[src/rtl/rd_fake_tx.sv]
// rd_fake_tx: on an accepted rising edge of the stretched fake-RD trigger,
// waits DELAY cycles and then serializes a frame on DATA_OUT made of a start
// bit, the NBITS-wide event number (MSB first), an even-parity bit and a
// stop bit. Edges that arrive while a frame is pending are counted in a
// saturating MISSED counter.
module rd_fake_tx #(
  parameter int NBITS   = 16,
  parameter int CLK_DIV = 4,
  parameter int DELAY   = 8
) (
  input  logic             CLK,
  input  logic             RST,
  input  logic             TRIG_IN,
  input  logic             ENABLE,
  output logic             DATA_OUT,
  output logic             BUSY,
  output logic [NBITS-1:0] EVT_COUNT,
  output logic [7:0]       MISSED
);

  // One down-counter serves both the WAIT delay and the bit periods.
  localparam int CMAX = (DELAY > CLK_DIV) ? DELAY : CLK_DIV;
  localparam int CW   = $clog2(CMAX + 1);
  localparam int BW   = $clog2(NBITS + 1);

  typedef enum logic [2:0] {
    S_IDLE,
    S_WAIT,
    S_START,
    S_DATA,
    S_PARITY,
    S_STOP
  } state_t;

  state_t           state_reg,  state_next;
  logic [CW-1:0]    cnt_reg,    cnt_next;
  logic [BW-1:0]    bit_reg,    bit_next;
  logic [NBITS-1:0] shift_reg,  shift_next;
  logic [NBITS-1:0] evt_reg,    evt_next;
  logic             parity_reg, parity_next;
  logic [7:0]       missed_reg, missed_next;
  logic             dout_reg,   dout_next;
  logic             trig_d_reg;
  logic             edge_det;
  logic             period_end;

  // trig_d resets high so a trigger held through reset release is not an edge.
  assign edge_det   = TRIG_IN & ~trig_d_reg;
  assign period_end = (cnt_reg == '0);

  // Next-state, counters, payload latch and the value DATA_OUT takes next cycle.
  always_comb begin
    state_next  = state_reg;
    cnt_next    = cnt_reg;
    bit_next    = bit_reg;
    shift_next  = shift_reg;
    evt_next    = evt_reg;
    parity_next = parity_reg;
    missed_next = missed_reg;
    dout_next   = 1'b0;

    // Any edge outside IDLE is dropped, whatever ENABLE says.
    if (edge_det && (state_reg != S_IDLE) && (missed_reg != 8'hFF)) begin
      missed_next = missed_reg + 8'd1;
    end

    case (state_reg)
      S_IDLE: begin
        if (edge_det && ENABLE) begin
          evt_next    = evt_reg + NBITS'(1);
          shift_next  = evt_next;
          parity_next = ^evt_next;
          cnt_next    = CW'(DELAY - 1);
          state_next  = S_WAIT;
        end
      end
      S_WAIT: begin
        if (period_end) begin
          cnt_next   = CW'(CLK_DIV - 1);
          state_next = S_START;
        end else begin
          cnt_next = cnt_reg - CW'(1);
        end
      end
      S_START: begin
        if (period_end) begin
          cnt_next   = CW'(CLK_DIV - 1);
          bit_next   = BW'(NBITS - 1);
          state_next = S_DATA;
        end else begin
          cnt_next = cnt_reg - CW'(1);
        end
      end
      S_DATA: begin
        if (period_end) begin
          cnt_next = CW'(CLK_DIV - 1);
          if (bit_reg == '0) begin
            state_next = S_PARITY;
          end else begin
            bit_next   = bit_reg - BW'(1);
            shift_next = shift_reg << 1;
          end
        end else begin
          cnt_next = cnt_reg - CW'(1);
        end
      end
      S_PARITY: begin
        if (period_end) begin
          cnt_next   = CW'(CLK_DIV - 1);
          state_next = S_STOP;
        end else begin
          cnt_next = cnt_reg - CW'(1);
        end
      end
      S_STOP: begin
        if (period_end) begin
          state_next = S_IDLE;
        end else begin
          cnt_next = cnt_reg - CW'(1);
        end
      end
      default: state_next = S_IDLE;
    endcase

    // DATA_OUT is registered, so it is derived from where the FSM goes next.
    case (state_next)
      S_START:  dout_next = 1'b1;
      S_DATA:   dout_next = shift_next[NBITS-1];
      S_PARITY: dout_next = parity_next;
      default:  dout_next = 1'b0;
    endcase
  end

  // State and datapath registers; reset aborts any frame immediately.
  always_ff @(posedge CLK or posedge RST) begin
    if (RST) begin
      state_reg  <= S_IDLE;
      cnt_reg    <= '0;
      bit_reg    <= '0;
      shift_reg  <= '0;
      evt_reg    <= '0;
      parity_reg <= 1'b0;
      missed_reg <= 8'd0;
      dout_reg   <= 1'b0;
      trig_d_reg <= 1'b1;
    end else begin
      state_reg  <= state_next;
      cnt_reg    <= cnt_next;
      bit_reg    <= bit_next;
      shift_reg  <= shift_next;
      evt_reg    <= evt_next;
      parity_reg <= parity_next;
      missed_reg <= missed_next;
      dout_reg   <= dout_next;
      trig_d_reg <= TRIG_IN;
    end
  end

  assign DATA_OUT  = dout_reg;
  assign BUSY      = (state_reg != S_IDLE);
  assign EVT_COUNT = evt_reg;
  assign MISSED    = missed_reg;

endmodule
[config.mk]
export PLATFORM = sky130hd
export DESIGN_NAME = rd_fake_tx
export DESIGN_NICKNAME = d
export VERILOG_FILES = /design/src/rtl/rd_fake_tx.sv
export SDC_FILE = /design/constraint.sdc
export NUM_CORES = 1
export LEC_CHECK = 0
export ABC_CLOCK_PERIOD_IN_PS = 2280
export BUFFER_PORTS_ARGS = -buffer_cell sky130_fd_sc_hd__buf_2
export CAP_MARGIN = 15
export CORE_MARGIN = 1.5
export CORE_UTILIZATION = 56
export CTS_BUF_LIST = sky130_fd_sc_hd__clkbuf_8
export CTS_CLUSTER_SIZE = 12
export DETAILED_ROUTE_END_ITERATION = 10
export PLACE_DENSITY = 0.87
export SLEW_MARGIN = 10
export SYNTH_ARGS = -nofsm -noshare
export SYNTH_HDL_FRONTEND = slang
export SYNTH_SLANG_ARGS = --single-unit
[constraint.sdc]
create_clock -name CLK -period 2.28 [get_ports CLK]
set_input_delay 0.342 -clock CLK [delete_from_list [all_inputs] [get_ports CLK]]
set_output_delay 0.342 -clock CLK [all_outputs]
set_load 0.005 [all_outputs]
# Word-level counts from Yosys, hierarchy flattened
# Cells that the tools add are included.
# totals
ff_bits,55
elab_cells,69
output_inout_bits,26
latchBits,0
in_bits,4
rom_bits,0
ram_bits,0
mem_count,0
# op_classes
n_shift,0
mul,0
bitwise,2
add_sub_neg,4
n_reduce_logical,16
n_lt_le_gt_ge,0
eq_ne,14
mux,23
div_mod_pow,0
# op_table
operator,n
$mux 16,3
$pmux 16 s2,1
$mux 3,7
$pmux 3 s6,1
$add 16x1->16 const B,1
$reduce_xor 16->1,1
$mux 5,3
$eq 3x2->1 const B,4
$mux 4,3
$pmux 4 s3,1
$ne 2x2->1 const B,5
$pmux 5 s2,1
$eq 3x3->1 const B,3
$add 8x1->8 const B,1
$ne 8x8->1 const B,1
$reduce_and 4->1,2
$reduce_bool 3->1,2
$logic_not 5->1,1
$sub 5x1->5 const B,1
$logic_not 4->1,1
$reduce_bool 2->1,2
$reduce_or 4->1,1
$sub 4x1->4 const B,1
$eq 3x1->1 const B,1
8 further kinds,11

# Longest topological paths before layout
# Gate-level depths: netlist of the first run.
# logic_depth
word_depth,7
mapped_depth,10
ltp_nobuf,9

# Least setup slack after synthesis of the first run
# Ideal clock, no wire load.
# synth_path
kind,reg-to-reg
start,register cnt_reg[0]
end,register shift_reg[1]
path_stages_with_launch,11
path_buffers,2
required_ps,2153
arrival_time_ps,2045
setup_slack_ps,108
setup_ps,127
synth_period_minus_slack_ps,2172
path_cell_list,dfrtp_1 > inv_1 > ha_1 > nor3b_2 > and2_1 > a32oi_1 > or2_0 > clkbuf_2 > buf_2 > a222oi_1 > inv_1
# synth_between
elab_chain_len,3
# synth_rtl
element,line_no,text
start: declaration,36,"logic [CW-1:0] cnt_reg, cnt_next;"
start signal: assignment,148,cnt_reg <= cnt_next;
$logic_not 4->1,49,assign period_end = (cnt_reg == '0);
$ne 2x2->1 (no source line),n/a,
$reduce_and 4->1 (no source line),n/a,
end signal: assignment,150,shift_reg <= shift_next;
end: declaration,38,"logic [NBITS-1:0] shift_reg, shift_next;"
# No other way between the ends.
# A chain may end at the register's enable or synchronous reset.

# Worst setup path in the final report of the first run
# layout_path
start,register state_reg[0]
end,output BUSY
# layout_between
elab_chain_len,1
# layout_rtl
element,line_no,text
start: declaration,35,"state_t state_reg, state_next;"
start signal: assignment,147,state_reg <= state_next;
$reduce_bool 3->1,160,assign BUSY = (state_reg != S_IDLE);
end: declaration,16,"output logic BUSY,"
# No other way between the ends.

==> results of run 1 <==
## Yosys cell counts, drive strengths merged, types with 2 or more instances
master  number  area, um2
nand3b       4       30.0
and3         5       33.8
nor4b        2       23.8
o31ai        2       15.0
or3          2       12.5
a211oi       2       15.0
a41oi        2       17.5
ha           6       75.1
dfrtp       54       1350
nor3         9       45.0
and4         2       20.0
a21oi       10       50.1
xnor3        2       45.0
nor2        36        135
xnor2       24        210
o22ai        2       12.5
nand4        7       58.8
mux2i        3       30.0
nand2       33        126
a221o        8       80.1
buf         11       91.3
a31oi        2       12.5
inv          9       33.8
xor2        23        209
a22oi        6       45.0
nand3        9       45.0
nand2b       2       12.5
nor4         2       12.5
clkbuf      13       91.3
o21ai       19       95.1
## cells by family after synthesis
| group | count (synthesis) | share of synthesized area |
|---|---|---|
| AO/OA/AOI/OAI | 63 | 0.132 |
| buffers and inverters | 34 | 0.0769 |
| multiplexers | 4 | 0.0127 |
| AND/OR/NAND/NOR | 119 | 0.186 |
| adder cells (fa/ha/maj) | 6 | 0.0232 |
| flip-flops | 55 | 0.425 |
| XOR/XNOR | 49 | 0.143 |
## cell type report
type / count / area share
Clock buffer: 5 / 0.0191
Sequential cell: 55 / 0.385
Inverter: 9 / 0.00938
Clock inverter: 3 / 0.00626
Multi-Input combinational cell: 241 / 0.456
Timing Repair Buffer: 57 / 0.0998
Tap cell: 72 / 0.0250
## per-layer routing
metal,vias up,wire (um)
met5,-,0
met2,85,3440
met3,11,325
met4,0,129
met1,1267,3150
li1,1233,-
## timing repair
item / in CTS / in global routing
endpoints found under the setup margin: 0 / 16
resized for setup: 0 / 16
setup buffers: 0 / 5
## power by group
group / switching [uW] / internal (uW)
clock network: 354 / 223
registers: 229 / 1200
logic: 624 / 609
## cell usage in the layout, fill, tap and decap left out, types with 4 or more instances in the layout
| master | synthesis | layout |
|---|---|---|
| dfrtp_1 | 54 | 48 |
| nor2_1 | 36 | 36 |
| nand2_1 | 32 | 31 |
| buf_2 | 4 | 29 |
| buf_4 | 2 | 27 |
| xnor2_1 | 24 | 24 |
| xor2_1 | 22 | 22 |
| o21ai_0 | 17 | 16 |
| nor3_1 | 9 | 9 |
| nand3_1 | 9 | 9 |
| a21oi_1 | 10 | 9 |
| a221o_1 | 8 | 8 |
| inv_1 | 9 | 7 |
| dfrtp_2 | 0 | 6 |
| a22oi_1 | 6 | 6 |
| nand4_1 | 6 | 6 |
| ha_1 | 6 | 5 |
| clkbuf_8 | 4 | 5 |
| nand3b_1 | 4 | 4 |
## through the flow
| step | instance area, um2 | total power (uW) |
|---|---|---|
| after global routing | 3600 | 3430 |
| final | 3600 | 3240 |
| after detailed placement | 3430 | 2570 |
| after floorplan | 3240 | 2190 |
| after global placement | 3430 | 2490 |
| after CTS | 3520 | 3130 |
## final timing paths
check	endpoint	slack, ns	depth (start not counted)
max	BUSY	0.14	3
min	trig_d_reg	0.14	1
max reg2reg	parity_reg	0.14	7
min reg2reg	MISSED[6]	0.50	1
max in group asynchronous	EVT_COUNT[3]	1.59	3
min in group asynchronous	shift_reg[13]	0.19	3
==> summary.md, run 1 <==
| Metric | Value |
|---|---|
| Status | `finished clean` |
| Worst Path Required | `1.94 ns` |
| DRC violations left | `0` |
| Setup ws final | `0.136 ns` |
| Power density over cell area | `900 nW/um2` |
| Pre-CTS WS | `0.0360 ns` |
| Syn nets | `340` |
| Setup violators final | `0` |
| Inst Count DP | `429` |
| Worst Setup End Kind | `output pin` |
| CTS H-tree depth | `2` |
| Final ANT Viol Nets | `0` |
| Buffers & Inverters on Critical Path | `2` |
| Core box area | `5540 um2` |
| Initial DRC Count | `218` |
| Met3 usage | `0.0356` |
| Met1 usage | `0.335` |
| Drt via density | `5.87` |
| ANT cells | `0` |
| Worst Tran Pin Value | `0.722 ns` |
| Layout cells sized above 1 | `0.235` |
| Largest net degree at the start of global routing | `56` |
| Clk slew on worst S/H paths | `0.11 ns` |
| Hold path start | `TRIG_IN` |
| Die Width | `79.1 um` |
| Gpl congestion | `0.892` |
| Final nets | `379` |
| Worst vdd ir | `0.676 mV` |
| Quantity of hold-fixing buffers added after cts | `0` |
| Initial antenna violation count | `0` |
| Delay-heaviest family, CP | `simple AND/OR/NAND/NOR gates` |
| Final Hold Viols | `0` |
| Routed vias | `2596` |
| Setup CP Type | `flop to output pin` |
| Fin cells | `442` |
| Cells after Synth | `330` |
| Tot GR Track Use | `0.240` |
| Critical Path, Cell by Cell | `nor3_1 -> inv_1 -> buf_2` |
| Slowest stage cell, crit path | `nor3_1` |
| CTS tree | `done` |
| Sequential Area | `1390 um2` |
| Worst skew pair latency | `0.32 ns` |
| Synth Flop Type | `dfrtp_1` |
| Arr. time, crit path | `1.80 ns` |
| Synth unique cells | `60` |
| Die area | `6250 um2` |
| IO Pins | `30` |
| TritonCTS Buffers | `5` |
| Yosys reg bits | `55` |
| Critical path's largest stage delay | `0.63 ns` |
| TritonRoute pass-1 iters | `4` |
| Setup TNS | `0 ns` |
| Clk sinks | `55` |
| RSZ-0062 raised after global routing | `true` |
| Yosys warns | `0` |
| Synth Cell Area | `3240 um2` |
| Worst Clk Skew | `0.00374 ns` |
| DP HPWL | `4960 um` |
| Number of global-route vias before repair | `2406` |
| Wirelength, routed | `7040 um` |
| GR peak layer | `met2` |
| PortBufs | `29` |
| Relative slew slack | `0.515` |
| Number of flops mapped to enable cells by yosys | `0` |
| Post-route core utilization | `0.650` |
| CTS Buffer Depth | `2` |
| Root buffer cell | `clkbuf_8` |
| Avg Inst Size Synth | `9.82 um2` |
| Die height | `79.1 um` |
| Reg2reg start | `EVT_COUNT[3]` |
| First-pass GRT wire length | `11700 um` |
| Static Leak | `0.00165 uW` |
| Drt wl/cell | `15.9 um` |
| Max Cap Violations | `0` |
| Hold slack | `0.141 ns` |
| Worst min-delay path class | `primary input to flop` |
| Area of the multi-input gates | `1640 um2` |
| GR met2 Demand/Resource | `0.377` |
| Sequential area share after synthesis | `0.425` |
| Max Slew Vio Count | `0` |
| Syn-to-layout area delta | `11.1%` |
| Filler instances | `432` |
| Worst-path fanout max | `5` |
| Post-layout min period | `2.14 ns` |
| Fmax achieved | `466 MHz` |
| Initial Util | `0.585` |
| Overflow after GRT | `0` |
| Critical Path Start | `state_reg[0]` |
| Final worst path period share | `0.940` |
| Async S/R FF share, synth | `1.00` |
| Startpoint types | `flop` |
| Row count | `27` |
No activity file was read; power rests on OpenSTA's default activity.
==> run 2, diff against run 1 <==
ABC_CLOCK_PERIOD_IN_PS = 2670   (was 2280)
BUFFER_PORTS_ARGS = -buffer_cell sky130_fd_sc_hd__clkbuf_2   (was -buffer_cell sky130_fd_sc_hd__buf_2)
CORE_UTILIZATION = 57   (was 56)
PLACE_DENSITY = 0.85   (was 0.87)
clock period = 2.67 ns   (was 2.28 ns; I/O delays follow)
==> run 2 against run 1 <==
Against the previous run: via count is 5.8% lower; largest power group unchanged; die area down 1.7%; sequential power shrank 13%; sequential share of layout area is 1.7 points higher.
==> summary.md, run 2 (synthesis gave the netlist of run 1 again) <==
| Metric | Value |
|---|---|
| Worst Reg-to-Reg Cells | `9 (+2)` |
| Drt wl/cell | `15.2 um (-4.8%)` |
| Initial antenna violation count | `0 (unchanged)` |
| PortBufs | `29 (unchanged)` |
| # resized after CTS | `0 (unchanged)` |
| Overflow after GRT | `0 (unchanged)` |
| Worst-path fanout max | `5 (unchanged)` |
| Pint | `1720 uW (-15%)` |
| RSZ-0062 raised after global routing | `false` |
| Routed vias | `2445 (-5.8%)` |
| Worst Tran Pin Value | `0.623 ns (-0.0988 ns)` |
| Die area | `6140 um2 (-1.7%)` |
| Clk sinks | `55 (unchanged)` |
| Initial DRC Count | `281 (+29%)` |
| Post-Layout Inst Area | `3430 um2 (-4.7%)` |
| Delay-heaviest family, CP | `simple AND/OR/NAND/NOR gates` |
| Largest net degree at the start of global routing | `31 (-45%)` |
| Die height | `78.4 um (-0.85%)` |
| Power density over cell area | `778 nW/um2 (-14%)` |
| Final nets | `359 (-5.3%)` |
| TritonRoute pass-1 iters | `5 (+1)` |
| Final ANT Viol Nets | `0 (unchanged)` |
| Setup violators final | `0 (unchanged)` |
| Critical Path, Cell by Cell | `inv_1 -> ha_1 -> nor3b_2 -> and2_1 -> a32oi_1 -> or2_0 -> a221o_1 -> o21ai_1 -> o21ai_0` |
| Setup TNS | `0 ns (unchanged)` |
| Startpoint types | `flop` |
| Root buffer cell | `clkbuf_8` |
| Buffers & Inverters on Critical Path | `1 (-1)` |
| ANT cells | `0 (unchanged)` |
| Post-layout min period | `2.46 ns` |
| DRC violations left | `0 (unchanged)` |
| Clk pwr share | `0.208 (+0.030)` |
| Final Hold Viols | `0 (unchanged)` |
| Most frequent cells in the layout | `54 x dfrtp_1, 36 x nor2_1, 32 x nand2_1` |
| Worst R2R End | `DATA_OUT` |
| Filler instances | `443 (+2.5%)` |
| Max Slew Vio Count | `0 (unchanged)` |
| Core box area | `5510 um2 (-0.61%)` |
| Worst skew pair latency | `0.31 ns (about the same)` |
| Switching Fraction | `0.354 (-0.0186)` |
| IO Pins | `30 (unchanged)` |
| First-pass GRT wire length | `11100 um (-5.5%)` |
| Arr. time, crit path | `2.66 ns (+0.86 ns)` |
| Drt via density | `5.79 (-1.4%)` |
| Wirelength, routed | `6400 um (-9.1%)` |
| Worst Setup End Kind | `flop` |
| CTS H-tree depth | `2 (unchanged)` |
| Sequential Area | `1380 um2 (-0.54%)` |
| Reg2Reg Setup Slack | `0.21 ns (+0.07 ns)` |
| Quantity of hold-fixing buffers added after cts | `0 (unchanged)` |
| Setup CP Type | `flop to flop` |
| Clk slew on worst S/H paths | `0.10 ns (about the same)` |
| Area of the multi-input gates | `1610 um2 (-1.7%)` |
| Initial Util | `0.588 (+0.00359)` |
| Dpl cell area | `3320 um2 (-3.3%)` |
| Status | `finished clean` |
| Critical path's largest stage delay | `0.44 ns (-0.19 ns)` |
| Static Leak | `0.00155 uW (-6.3%)` |
| Worst Clk Skew | `0.00962 ns (+0.00588 ns)` |
| Die Width | `78.4 um (-0.85%)` |
| Layout cells sized above 1 | `0.157 (-0.0780)` |
| Row count | `27 (unchanged)` |
| Worst min-delay path class | `primary input to asynchronous set/reset pin` |
| P_sw | `945 uW (-22%)` |
| CTS Buffer Depth | `2 (unchanged)` |
| Final worst path period share | `0.922` |
| Postcts setup bufs | `0 (unchanged)` |
| DP HPWL | `4490 um (-9.5%)` |
| Relative slew slack | `0.584 (+0.0690)` |
| Tot GR Track Use | `0.230 (-0.00915)` |
| Comb power frac | `0.322 (-0.059)` |
| Worst vdd ir | `0.504 mV (-25%)` |
| Syn-to-layout area delta | `5.87%` |
| Number of global-route vias before repair | `2321 (-3.5%)` |
| Post-route core utilization | `0.623 (-0.0269)` |
| CTS tree | `done` |
| Commonest non-fill, non-tap cell in the layout | `dfrtp_1` |
| Fmax achieved | `406 MHz` |
| Reg2reg start | `cnt_reg[0]` |
| Sequential power share | `0.470 (+0.029)` |
| TritonCTS Buffers | `5 (unchanged)` |
| Max Cap Violations | `0 (unchanged)` |
| Worst Path Required | `2.87 ns (+0.93 ns)` |
| Gpl congestion | `0.886 (-0.57%)` |
| Slowest stage cell, crit path | `dfrtp_1` |
==> run 2: layout make-up <==
type,instances,area share
inverters,9,0.00985
clock inverters,3,0.0120
well taps,72,0.0263
multi-input cells,241,0.470
repair buffers,37,0.0598
clock buffers,5,0.0201
flip-flops and latches,55,0.402
==> run 2: how the worst max path moves through the flow <==
stage,cells past startpoint,start,endpoint
after floorplan,10,cnt_reg[0],shift_reg[1]
after global placement,8,EVT_COUNT[0],parity_reg
after detailed placement,8,EVT_COUNT[0],parity_reg
after CTS,9,cnt_reg[0],DATA_OUT
after global routing,8,EVT_COUNT[0],parity_reg
final,9,cnt_reg[0],DATA_OUT
==> run 2: routing by layer <==
layer / share of wire / GRT usage / vias up
met5: 0 / 0 / -
met4: 0.016 / 0.0768 / 0
met3: 0.034 / 0.0453 / 10
met2: 0.48 / 0.349 / 50
met1: 0.47 / 0.333 / 1199
li1: - / - / 1186
==> run 2: worst register-to-register path, stage by stage, from the launching register on <==
cell and delay (ns):
dfrtp_1 0.44, inv_1 0.13, ha_1 0.19, nor3b_2 0.34, and2_1 0.26, a32oi_1 0.11
or2_0 0.24, a221o_1 0.38, o21ai_1 0.16, o21ai_0 0.10
==> run 2: power groups by stage <==
stage | combinational [uW] | sequential, uW | clock, uW
after CTS | 861 | 1250 | 560
after global placement | 813 | 1250 | 0
after global routing | 962 | 1290 | 595
after detailed placement | 851 | 1270 | 0
final | 859 | 1250 | 555
after floorplan | 680 | 1190 | 0
==> run 2: metrics by stage <==
stage	setup WS, ns	total power (uW)	hold WS, ns	std cells
final	0.208	2670	0.138	422
after global routing	0.0216	2850	0.185	422
after CTS	0.234	2670	0.163	422
after detailed placement	0.283	2120	0.477	414
after global placement	0.434	2060	0.474	414
after floorplan	0.498	1870	0.405	330
